### config.mk
export PLATFORM = sky130hd
export DESIGN_NAME = fsm_ctrl
export DESIGN_NICKNAME = d
export VERILOG_FILES = /design/src/rtl/fsm_ctrl_pkg.sv /design/src/rtl/fsm_ctrl_ack_watchdog.sv /design/src/rtl/fsm_ctrl.sv
export SDC_FILE = /design/constraint.sdc
export NUM_CORES = 1
export LEC_CHECK = 0
export CAP_MARGIN = 20
export CELL_PAD_IN_SITES_DETAIL_PLACEMENT = 1
export CELL_PAD_IN_SITES_GLOBAL_PLACEMENT = 1
export CORE_AREA = 3 3 60 51
export DETAILED_ROUTE_END_ITERATION = 16
export DIE_AREA = 0 0 63 54
export GPL_TIMING_DRIVEN = 0
export PLACE_DENSITY_LB_ADDON = 0.1
export SLEW_MARGIN = 0
export SYNTH_ARGS = -nofsm -noshare
export SYNTH_HDL_FRONTEND = slang
export SYNTH_HIERARCHICAL = 1
export SYNTH_SLANG_ARGS = --single-unit
### constraint.sdc
create_clock -name clk -period 4.9 [get_ports clk]
set_input_delay 1.225 -clock clk [delete_from_list [all_inputs] [get_ports clk]]
set_output_delay 1.225 -clock clk [all_outputs]
set_load 0.01 [all_outputs]
### src/rtl/fsm_ctrl_pkg.sv
// Shared definitions for the fsm_ctrl control unit.
//   STATE_W   : width of the state code driven on fsm_ctrl.out
//   state_t   : state encoding (codes 10..15 are unused)
//   OP_*      : 3-bit instruction class codes in mnm_in[2:0]
//   ctrl_t    : bundle of the Moore control outputs
//   decode_op : maps a legal opcode to the state that follows FETCH
package fsm_ctrl_pkg;

    localparam int STATE_W = 4;

    typedef enum logic [STATE_W-1:0] {
        S_PC     = 4'd0,
        S_FETCH  = 4'd1,
        S_LDR    = 4'd2,
        S_ARIT   = 4'd3,
        S_WB_RD  = 4'd4,
        S_LOGICA = 4'd5,
        S_WB_R0  = 4'd6,
        S_JUMP   = 4'd7,
        S_HALT   = 4'd8,
        S_FAULT  = 4'd9
    } state_t;

    localparam logic [2:0] OP_LDR   = 3'b000;
    localparam logic [2:0] OP_LOGIC = 3'b001;
    localparam logic [2:0] OP_ADD   = 3'b010;
    localparam logic [2:0] OP_SUB   = 3'b011;
    localparam logic [2:0] OP_JMP   = 3'b100;
    localparam logic [2:0] OP_JZ    = 3'b101;
    localparam logic [2:0] OP_NOP   = 3'b110;
    localparam logic [2:0] OP_HALT  = 3'b111;

    typedef struct packed {
        logic ena_pc;
        logic ld_pc;
        logic ena_ri;
        logic ena_wr;
        logic sel_r0_rd;
        logic sel_addr_data;
        logic sel_ldr_ula;
        logic ena_ula;
        logic halted;
        logic fault;
    } ctrl_t;

    // JZ resolves here: a taken branch reloads the PC, otherwise it is a plain increment.
    function automatic state_t decode_op(input logic [2:0] op, input logic zf);
        state_t nxt;
        case (op)
            OP_LDR:          nxt = S_LDR;
            OP_LOGIC:        nxt = S_LOGICA;
            OP_ADD, OP_SUB:  nxt = S_ARIT;
            OP_JMP:          nxt = S_JUMP;
            OP_JZ:           nxt = zf ? S_JUMP : S_PC;
            OP_NOP:          nxt = S_PC;
            OP_HALT:         nxt = S_HALT;
            default:         nxt = S_FAULT;
        endcase
        return nxt;
    endfunction

endpackage

### src/rtl/fsm_ctrl_ack_watchdog.sv
// Per-state ack watchdog.
//   clk, rst : clock, synchronous active-high reset
//   clr      : state-change strobe; restarts the count for the new state
//   wait_en  : current state is waiting on an ack
//   ack      : the ack the current state waits for
//   expire   : combinational; this is the last permitted cycle and ack is still low
// TIMEOUT = 0 disables the watchdog (counter held at 0, expire never set).
module ack_watchdog #(
    parameter int TIMEOUT = 16
) (
    input  logic clk,
    input  logic rst,
    input  logic clr,
    input  logic wait_en,
    input  logic ack,
    output logic expire
);

    localparam int CNT_W = (TIMEOUT > 0) ? $clog2(TIMEOUT + 1) : 1;
    localparam logic ENABLED = (TIMEOUT > 0);
    localparam logic [CNT_W-1:0] LAST = CNT_W'((TIMEOUT > 0) ? TIMEOUT - 1 : 0);

    logic [CNT_W-1:0] count;

    // The count never passes LAST: expiring forces a state change, which clears it.
    always_ff @(posedge clk) begin
        if (rst || clr || !ENABLED) begin
            count <= '0;
        end else if (wait_en && !ack) begin
            count <= count + 1'b1;
        end
    end

    // Gated by !ack so an ack arriving on the last cycle still wins.
    assign expire = ENABLED && wait_en && !ack && (count == LAST);

endmodule

### src/rtl/fsm_ctrl.sv
// Moore control FSM for the microcore: fetch, decode, execute, write-back,
// plus JMP / JZ / NOP / HALT and a sticky FAULT state fed by an ack watchdog.
//   clk, rst        : clock, synchronous active-high reset
//   mnm_in          : opcode (OPC_W bits); bits above 2 set means illegal
//   zero_flag       : ALU zero flag, used by JZ in FETCH
//   ula_ack, wr_ack, pc_ack, ri_ack : completion acks of ALU, regfile, PC, IR
//   resume          : leaves HALT
//   ena_pc .. ena_ula : datapath enables / selects
//   halted, fault   : status flags
//   out             : current state code (debug / observation)
// Handshake: each waiting state holds its enables until the one ack it waits
// on is sampled high on a rising edge; acks seen in any other state are ignored.
module fsm_ctrl
    import fsm_ctrl_pkg::*;
#(
    parameter int OPC_W   = 3,
    parameter int TIMEOUT = 16
) (
    input  logic               clk,
    input  logic               rst,
    input  logic [OPC_W-1:0]   mnm_in,
    input  logic               zero_flag,
    input  logic               ula_ack,
    input  logic               wr_ack,
    input  logic               pc_ack,
    input  logic               ri_ack,
    input  logic               resume,
    output logic               ena_pc,
    output logic               ld_pc,
    output logic               ena_ri,
    output logic               ena_wr,
    output logic               sel_r0_rd,
    output logic               sel_addr_data,
    output logic               sel_ldr_ula,
    output logic               ena_ula,
    output logic               halted,
    output logic               fault,
    output logic [STATE_W-1:0] out
);

    state_t state;
    state_t next_state;
    ctrl_t  ctrl;
    logic   ack_sel;
    logic   wait_en;
    logic   expire;
    logic   illegal;
    logic   state_change;

    generate
        if (OPC_W > 3) begin : g_wide_opc
            assign illegal = |mnm_in[OPC_W-1:3];
        end else begin : g_narrow_opc
            assign illegal = 1'b0;
        end
    endgenerate

    // Which ack the current state waits on; HALT, FAULT and unused codes do not wait.
    always_comb begin
        ack_sel = 1'b0;
        wait_en = 1'b1;
        case (state)
            S_PC, S_JUMP:              ack_sel = pc_ack;
            S_FETCH:                   ack_sel = ri_ack;
            S_LDR, S_WB_RD, S_WB_R0:   ack_sel = wr_ack;
            S_ARIT, S_LOGICA:          ack_sel = ula_ack;
            default:                   wait_en = 1'b0;
        endcase
    end

    ack_watchdog #(
        .TIMEOUT (TIMEOUT)
    ) u_watchdog (
        .clk     (clk),
        .rst     (rst),
        .clr     (state_change),
        .wait_en (wait_en),
        .ack     (ack_sel),
        .expire  (expire)
    );

    always_ff @(posedge clk) begin
        if (rst) begin
            state <= S_FETCH;
        end else begin
            state <= next_state;
        end
    end

    always_comb begin
        next_state = state;
        ctrl       = '0;
        case (state)
            S_PC: begin
                ctrl.ena_pc = 1'b1;
                if (pc_ack) next_state = S_FETCH;
            end
            S_JUMP: begin
                ctrl.ena_pc = 1'b1;
                ctrl.ld_pc  = 1'b1;
                if (pc_ack) next_state = S_FETCH;
            end
            S_FETCH: begin
                ctrl.ena_ri = 1'b1;
                if (ri_ack) next_state = illegal ? S_FAULT : decode_op(mnm_in[2:0], zero_flag);
            end
            S_LDR: begin
                ctrl.ena_wr      = 1'b1;
                ctrl.sel_r0_rd   = 1'b1;
                ctrl.sel_ldr_ula = 1'b1;
                if (wr_ack) next_state = S_PC;
            end
            S_ARIT: begin
                ctrl.sel_addr_data = 1'b1;
                ctrl.ena_ula       = 1'b1;
                if (ula_ack) next_state = S_WB_RD;
            end
            S_WB_RD: begin
                ctrl.ena_wr    = 1'b1;
                ctrl.sel_r0_rd = 1'b1;
                if (wr_ack) next_state = S_PC;
            end
            S_LOGICA: begin
                ctrl.sel_addr_data = 1'b1;
                ctrl.ena_ula       = 1'b1;
                if (ula_ack) next_state = S_WB_R0;
            end
            S_WB_R0: begin
                ctrl.ena_wr = 1'b1;
                if (wr_ack) next_state = S_PC;
            end
            S_HALT: begin
                ctrl.halted = 1'b1;
                if (resume) next_state = S_PC;
            end
            S_FAULT: begin
                ctrl.fault = 1'b1;
            end
            default: begin
                next_state = S_FETCH;
            end
        endcase
        // expire already implies the ack is low, so it never overrides a normal move.
        if (expire) next_state = S_FAULT;
    end

    assign state_change  = (next_state != state);

    assign ena_pc        = ctrl.ena_pc;
    assign ld_pc         = ctrl.ld_pc;
    assign ena_ri        = ctrl.ena_ri;
    assign ena_wr        = ctrl.ena_wr;
    assign sel_r0_rd     = ctrl.sel_r0_rd;
    assign sel_addr_data = ctrl.sel_addr_data;
    assign sel_ldr_ula   = ctrl.sel_ldr_ula;
    assign ena_ula       = ctrl.ena_ula;
    assign halted        = ctrl.halted;
    assign fault         = ctrl.fault;
    assign out           = state;

endmodule

==> impl_results.rst <==
.. list-table::
   :header-rows: 1

   * - Metric
     - Value
   * - Crit Path Category
     - input port to register
   * - Maximum fanout along the worst path
     - 8
   * - Synthesized netlist net count
     - 127
   * - Transition at the pin with the smallest max-transition slack
     - 510.6 ps
   * - CTS tree
     - done
   * - Leading post-synthesis cells by cell area
     - dfxtp_1 (20%), nand2b_1 (4.2%), a21oi_1 (4.0%)
   * - CTS Sinks
     - 9
   * - Tot GR Track Use
     - 17.14%
   * - Area enclosed by the die boundary
     - 3402 µm²
   * - Synthesized area per cell
     - 7.749 µm²
   * - Total negative setup slack
     - 0 ps
   * - Period minus WS final
     - 4306 ps
   * - First-pass GRT wire length
     - 4.567 mm
   * - Clock Skew
     - 2.193 ps
   * - Overflow left after global routing
     - 0
   * - Peak Freq
     - 232.2 MHz
   * - Sequential area share after synthesis
     - 20.40%
   * - Yosys top cell by area
     - dfxtp_1
   * - Clock root buffer master
     - clkbuf_4
   * - Prevailing post-synth register cell
     - dfxtp_1
   * - Number of synthesized flops with an enable pin
     - 0
   * - Unique cell type count in the Yosys netlist
     - 49
   * - Clock tree buffer depth
     - 2
   * - Clk pin slew, worst setup/hold paths
     - 60 ps
   * - Peak supply drop
     - 0.0001994 V
   * - Number of endpoints failing setup at the final stage
     - 0
   * - Post-layout net count
     - 156
   * - Gpl congestion
     - 0.8597
   * - Skew-Pair Late Insertion Delay
     - 260 ps
   * - Routed vias
     - 971
   * - Initial standard-cell utilization of the core
     - 35.87%
   * - Setup repair after global routing missed its margin
     - no
   * - Seq cells post-synth
     - 9
   * - Synth Warn #
     - 6
   * - Top post-synthesis cells by count
     - dfxtp_1 (9), nand2_1 (8), a21oi_1 (7), nor2_1 (7), nand2b_1 (6)
   * - Largest net degree at the start of global routing
     - 11
   * - Post-synth top area share
     - 20.40%
   * - Synth async-reset ratio
     - 0%
   * - Fraction of layout instances using a drive strength above 1
     - 10.56%
   * - Period utilisation layout
     - 87.88%
   * - Worst relative slew slack
     - 65.96%
   * - Number of max-cap violations
     - 0
   * - Post-detailed-route count of antenna-violating nets
     - 0
   * - Detail Placement HPWL
     - 2.125 mm
   * - Pwr Density
     - 361.8 nW/µm²
   * - Placeable core area
     - 2462 µm²
   * - Count of placed standard cells including taps
     - 174
   * - Most repeated cell in the gate-level netlist after synthesis
     - dfxtp_1
   * - Total standard cell area after synthesis
     - 883.3 µm²
   * - Die height
     - 54 µm
   * - Final routed DRC violation total
     - 0
   * - Total Routed Length
     - 2.680 mm
   * - Startpoint Class
     - input port
   * - Worst min-delay path category
     - register to register
   * - Std-Cell Rows
     - 16
   * - Number of input and output port buffers inserted
     - 24
   * - R2R Setup Slk
     - 1110 ps
   * - Number of global-route vias before repair
     - 997
   * - Endpoint arrival time on the critical path
     - 4480 ps
   * - Endpoint required time on the critical path
     - 5070 ps
   * - Number of antenna violations at the first check in global routing
     - 0
   * - Number of buffers added by the clock tree synthesis step
     - 3
   * - Initial detailed-routing violation count
     - 26
   * - Number of hold violations in the final report
     - 0
   * - Post-cts gate resize count
     - 0
   * - P&R area growth vs syn
     - 35.27%
   * - Average wire per cell in the routed design
     - 15.06 µm
   * - Total count of max-transition violations in the final report
     - 0
   * - Critical path endpoint category
     - register
   * - Vias per std cell
     - 5.455
   * - Number of instances in the synthesized netlist
     - 114
   * - Leakage component of the power
     - 0.4436 nW
   * - Post-CTS setup buffer count
     - 0
   * - Final cell count without fillers
     - 178
   * - Ant. Diodes
     - 0
   * - First drt pass iteration count
     - 4
   * - Die width
     - 63 µm
   * - Number of H-tree levels
     - 1
   * - Number of top-level pins
     - 25
   * - CTS Hold Bufs
     - 0
   * - Outcome
     - finished, final reports clean
## flip-flops by register name (all words and copies together) (netlist names)
name,flops
u_watchdog/count,5
out,4
## final timing paths
check	to	from	cells after the start
setup reg to reg	u_watchdog/count[4]	out[2]	15
hold / removal	u_watchdog/count[1]	u_watchdog/count[1]	2
hold reg to reg	u_watchdog/count[1]	u_watchdog/count[1]	2
setup / recovery	u_watchdog/count[4]	ri_ack	14
## metal layers
metal / vias up / GRT usage, % / share of wire, %
met1: 463 / 22.41 / 52
met2: 25 / 27.85 / 41
met5: - / 0 / 0
li1: 481 / - / -
met3: 2 / 5.010 / 5.9
met4: 0 / 4.396 / 0.49
## metrics by stage
| stage | total power, mW | utilization [%] | hold WS [ps] | cell area [µm²] | setup slack, ps |
|---|---|---|---|---|---|
| after detailed placement | 0.3746 | 47.46 | 472.4 | 1169 | 315.7 |
| after global routing | 0.4710 | 48.53 | 506.8 | 1195 | 356.9 |
| final | 0.4323 | 48.53 | 478.8 | 1195 | 593.7 |
| after global placement | 0.3697 | 47.46 | 464.5 | 1169 | 500.3 |
| after CTS | 0.4362 | 48.53 | 482.4 | 1195 | 595.8 |
| after floorplan | 0.2771 | - | 452.4 | 883.3 | 1305 |
## worst max-delay path, cell delays in order
cell and delay [ps]:
clkdlybuf4s50_1 430, and2_1 150, buf_4 150, a221oi_1 210, nand2_1 140, and2b_1 330
and2_1 150, buf_1 380, o211a_1 240, o22ai_1 80, a221oi_1 250, nand4_1 120
or2_2 360, a211oi_1 260
## cell type report
class | instances | area (µm²)
Buffer | 10 | 56.30
Inverter | 4 | 15.01
Timing Repair Buffer | 24 | 240.2
Fill cell | 307 | 1267
Clock buffer | 4 | 26.28
Tap cell | 36 | 45.04
Sequential cell | 9 | 180.2
Multi-Input combinational cell | 91 | 631.9
## cells by family after synthesis
kind of cell / synth area share (%)
and+or+nand+nor: 36.69
AOI/OAI and AO/OA: 27.76
buffers and inverters: 8.072
DFF: 20.40
adders and majority gates: 3.966
xor gates and xnor gates: 1.983
muxes: 1.133
## layout by cell type, fill, tap and decap left out, types with 3 or more instances in the layout
cell | netlist | routed
a211oi_1 | 3 | 3
a21oi_1 | 7 | 7
a31oi_1 | 3 | 3
and3_1 | 3 | 3
buf_2 | 3 | 3
clkbuf_1 | 3 | 4
clkbuf_4 | 0 | 3
clkdlybuf4s50_1 | 0 | 24
dfxtp_1 | 9 | 9
inv_1 | 4 | 4
nand2_1 | 8 | 8
nand2b_1 | 6 | 6
nand3_1 | 3 | 3
nand4_1 | 3 | 3
nor2_1 | 7 | 7
nor2b_1 | 3 | 3
nor3_1 | 4 | 4
o21ai_0 | 4 | 4
## report_power, final
group	switching, mW	internal, mW
Clock	0.0276	0.0315
Sequential	0.00930	0.0846
Combinational	0.143	0.136
Total	0.180	0.252
Note: power is estimated with default switching activity, not from simulation.
==> patch 1 (config.mk and constraints unchanged) <==
Make the reset (`rst`) asynchronous in one clocked block. Comments in the files are not updated.
--- a/src/rtl/fsm_ctrl.sv
+++ b/src/rtl/fsm_ctrl.sv
@@ -80,5 +80,5 @@
     );
 
-    always_ff @(posedge clk) begin
+    always_ff @(posedge clk or posedge rst) begin
         if (rst) begin
             state <= S_FETCH;
Check against the original RTL: differs if rst is asserted again (counterexample within 4 cycles, from zero or initial values and one cycle with rst high); with rst held inactive, the same outputs for 10 cycles.
==> patch 1 against the unedited design <==
Routed wire length is 3.1% lower. Worst setup slack better by 0.27 ns. Sequential share of layout area is 2.1 points higher. Sequential power is 12% higher. Cell area is 1.9% lower. Sequential cell count stayed put. Total power is 36% higher. Area after synthesis is 2.5% lower. Critical path type unchanged. Critical endpoint unchanged. Largest power group unchanged.
==> patch 1: results (changes against the unedited design) <==
Global Route Usage Sum = 16.5% (-0.60 points)
Critical hold path startpoint = u_watchdog/count[3]$_SDFFE_PP0P_
Worst setup timing slack at the placement stage = 0.616 ns (+0.300 ns)
Share of post-route cells with drive strength above 1 = 12.9% (+2.3 points)
Post-synthesis compound-gate area fraction = 21.4% (-6.4 points)
First-pass GRT wire length = 4360 um (-4.5%)
Worst path arrival time = 4.23 ns (-0.25 ns)
Via count of the first global-routing pass = 902 (-9.5%)
Fraction of synthesized cell area in xor and xnor cells = 4.07% (+2.1 points)
Post-route clock skew = 0.00562 ns (+0.00343 ns)
Dpl hpwl = 2090 um (-1.7%)
Result of the run = completed
Ranking of synthesized cells by area = sky130_fd_sc_hd__dfxtp_1, sky130_fd_sc_hd__dfrtp_1, sky130_fd_sc_hd__nand3b_1, sky130_fd_sc_hd__a21oi_1, sky130_fd_sc_hd__nor3_1
Hold EP = u_watchdog/count[3]$_SDFFE_PP0P_
Synthesized-area fraction occupied by adder cells = 2.91% (-1.1 points)
Count of fill cells added during filler insertion = 313 (+2.0%)
Worst reg2reg setup slack = 1.21 ns (+0.10 ns)
Sequential element share of the synthesized area = 23.4% (+3.0 points)
Proportion of synthesized area in mux cells = 0% (-1.1 points)
Instance area at placement = 0.00115 mm^2 (-1.9%)
Standby leakage power = 0.000458 uW (+3.2%)
Number of design-rule violations left by the first detailed-router iteration = 39 (+50%)
Most used standard cells in the synthesized netlist = sky130_fd_sc_hd__nor2_1, sky130_fd_sc_hd__a21oi_1, sky130_fd_sc_hd__nand2_1, sky130_fd_sc_hd__nor3_1
Layout net count = 154 (-1.3%)
Net switching fraction of the power = 44.0% (+2.3 points)
Net count after synthesis = 125 (-1.6%)
Vias after detailed routing = 922 (-5.0%)
Worst vdd rail ir drop = 0.182 mV (-8.9%)
GP Congestion = 0.751 (-13%)
Library cells used by synthesis = 44 (-10%)
==> patch 1: changes by cell type after synthesis, moves of 3 or more <==
| cell | before | now |
|---|---|---|
| sky130_fd_sc_hd__dfrtp_1 | 0 | 3 |
| sky130_fd_sc_hd__nand3b_1 | 2 | 5 |
| sky130_fd_sc_hd__dfxtp_1 | 9 | 5 |
| sky130_fd_sc_hd__nor3_1 | 4 | 7 |
==> patch 1: worst max-delay path by stage <==
stage / from / end / slack [ns] / depth (start not counted)
2_1_floorplan: pc_ack / u_watchdog/count[4]$_SDFFE_PP0P_ / 1.64 / 11
3_3_place_gp: pc_ack / u_watchdog/count[4]$_SDFFE_PP0P_ / 0.66 / 12
3_5_place_dp: pc_ack / u_watchdog/count[4]$_SDFFE_PP0P_ / 0.62 / 12
4_1_cts: pc_ack / u_watchdog/count[4]$_SDFFE_PP0P_ / 0.89 / 12
5_1_grt: pc_ack / u_watchdog/count[4]$_SDFFE_PP0P_ / 0.67 / 12
6_report: pc_ack / u_watchdog/count[4]$_SDFFE_PP0P_ / 0.86 / 12
==> patch 1: power groups by stage <==
stage / combinational (uW) / sequential (uW) / clock, uW
floorplan: 264 / 111 / 0
global placement: 413 / 106 / 0
detailed placement: 420 / 107 / 0
CTS: 422 / 106 / 63.5
global route: 463 / 109 / 66.4
finish: 421 / 105 / 61.0
==> patch 1: per-layer routing <==
layer  global-route usage [%]  vias to the layer above  routed length, um
met3                     3.55                        3                 87
met1                     23.4                      437               1410
met5                        0                        -                  0
met2                     26.4                       19               1080
met4                     2.20                        0                 13
li1                         -                      463                  -
==> patch 1: area by class of cell <==
class,instances,share of cell area [%]
flip-flops and latches,9,17.2
inverters,6,1.92
multi-input cells,88,49.8
plain buffers,9,4.48
repair buffers,24,20.5
clock buffers,4,2.24
well taps,36,3.84
==> patch 2 (same flow settings) <==
Made on the original files. Set the parameter `OPC_W` to 5 (it was 3).
--- a/src/rtl/fsm_ctrl.sv
+++ b/src/rtl/fsm_ctrl.sv
@@ -14,5 +14,5 @@
     import fsm_ctrl_pkg::*;
 #(
-    parameter int OPC_W   = 3,
+    parameter int OPC_W   = 5,
     parameter int TIMEOUT = 16
 ) (
Interface: changed (resized mnm_in); port bits go from 25 to 27. No check against the original RTL was run, so the function may have changed too.
==> patch 2 against the unedited design <==
Via count fell by 1.2%. Routed wire length rose by 4.6%. Sequential cell count did not move. Worst setup slack improved by 0.055 ns. Total power is 27% lower. Sequential share of layout area rose by 0.18 points. Cell area fell by 1.2%. Area after synthesis fell by 3.8%. Clock skew is essentially flat. Combinational power fell by 39%. Hold slack better by 0.013 ns. Critical endpoint unchanged.
==> patch 2: results (changes against the unedited design) <==
Sequential element share of the synthesized area = 21.2% (+0.81 points)
Hold EP = u_watchdog/count[3]$_SDFFE_PP0P_
Final Hold Slack = 0.492 ns (+0.0132 ns)
Worst setup timing slack at the placement stage = 0.417 ns (+0.101 ns)
M2 GR Usage = 31.5% (+3.7 points)
Crit path max fanout = 9 (+1)
Total net switching power = 123 uW (-32%)
Cell type of the slowest stage on the worst timing path = sky130_fd_sc_hd__o21ai_0
Share of post-route cells with drive strength above 1 = 12.2% (+1.7 points)
Standby leakage power = 0.000452 uW (+1.9%)
Worst vdd rail ir drop = 0.135 mV (-32%)
# port buffers = 26 (+8.3%)
Uppermost signal routing layer after detailed routing = met3
Net count after synthesis = 124 (-2.4%)
First-pass GRT wire length = 4740 um (+3.8%)
Global Route Usage Sum = 18.1% (+0.91 points)
Met3 wire length = 146 um (-7.6%)
GP Congestion = 0.826 (-4.0%)
Worst reg2reg setup slack = 1.06 ns (-0.05 ns)
Layout net count = 155 (-0.64%)
Pin slew with the least headroom to its limit = 0.573 ns (+0.0624 ns)
Instance area at placement = 0.00115 mm^2 (-1.2%)
Post-route clock skew = 0.00178 ns (-0.000409 ns)
Result of the run = completed
Average vias per placed instance = 5.48 (+0.46%)
Final Instance Count excl. Fillers = 175 (-1.7%)
Detailed-routed wire length on met2 = 1300 um (+18%)
Placed instance count = 171 (-1.7%)
Met3 global-route usage = 4.59% (-0.42 points)
Post-Route M1 WL = 1350 um (-3.8%)
Number of cells on the worst reg-to-reg path = 14 (-1)
Critical hold path startpoint = u_watchdog/count[3]$_SDFFE_PP0P_
Number of design-rule violations left by the first detailed-router iteration = 60 (+130%)
Kind of cell adding the most delay to the critical path = compound AO/OA/AOI/OAI gates
Number of cells produced by synthesis = 109 (-4.4%)
Most used standard cells in the synthesized netlist = sky130_fd_sc_hd__dfxtp_1, sky130_fd_sc_hd__nand2_1, sky130_fd_sc_hd__nor2_1
Wire length per cell = 16.0 um (+6.3%)
Library cells used by synthesis = 46 (-6.1%)
Ranking of synthesized cells by area = sky130_fd_sc_hd__dfxtp_1, sky130_fd_sc_hd__nand2b_1, sky130_fd_sc_hd__a21oi_1, sky130_fd_sc_hd__nand2_1, sky130_fd_sc_hd__o21ai_0
Worst path arrival time = 4.42 ns (-0.06 ns)
Reg-to-reg critical path startpoint = out[3]$_SDFF_PP0_
GR Layer Usage met1 = 23.3% (+0.86 points)
Dpl hpwl = 2230 um (+4.9%)
Delay contributed by the slowest stage of the critical path = 0.50 ns (+0.07 ns)
[patch 2: changes by cell type after synthesis, sizes merged, moves of 2 or more]
cell / unedited run / this run
o21ai: 4 / 6
nor2b: 3 / 1
clkbuf: 3 / 1
nand4: 3 / 1
a211o: 0 / 2
a221oi: 3 / 1
o22ai: 2 / 0
[patch 2: cells by family (layout without fill, tap and decap cells)]
logic type                 count (synthesis)  count (layout)  synth area share, %
xor gates and xnor gates                   2               2                 2.06
buffers and inverters                     12              42                 7.95
muxes                                      1               1                 1.33
DFF                                        9               9                 21.2
adders and majority gates                  2               2                 2.95
and+or+nand+nor                           48              48                 34.3
AOI/OAI and AO/OA                         35              35                 30.2
[patch 2: worst max path at each step]
stage               cells past startpoint  slack [ns]   start                          endpoint
finish                                 12        0.65  ri_ack  u_watchdog/count[4]$_SDFFE_PP0P_
global route                           12        0.42  ri_ack  u_watchdog/count[4]$_SDFFE_PP0P_
CTS                                    12        0.66  ri_ack  u_watchdog/count[4]$_SDFFE_PP0P_
detailed placement                     12        0.42  ri_ack  u_watchdog/count[4]$_SDFFE_PP0P_
global placement                       12        0.53  ri_ack  u_watchdog/count[4]$_SDFFE_PP0P_
floorplan                              11        1.50  ri_ack  u_watchdog/count[4]$_SDFFE_PP0P_
[patch 2: power groups by stage]
stage                     combinational [uW]  clock (uW)  sequential [uW]
after floorplan                          103           0             91.5
after global placement                   162           0             91.5
after detailed placement                 168           0             92.3
after CTS                                170        58.5             90.7
after global routing                     186        64.0             92.1
final                                    170        56.4             90.8
[patch 2: layout make-up]
cell class                      instances  area [um^2]
Fill cell                             321         1280
Multi-Input combinational cell         88          602
Timing Repair Buffer                   26          260
Sequential cell                         9          180
Buffer                                  8         52.6
Tap cell                               36         45.0
Clock buffer                            4         26.3
Inverter                                4         15.0
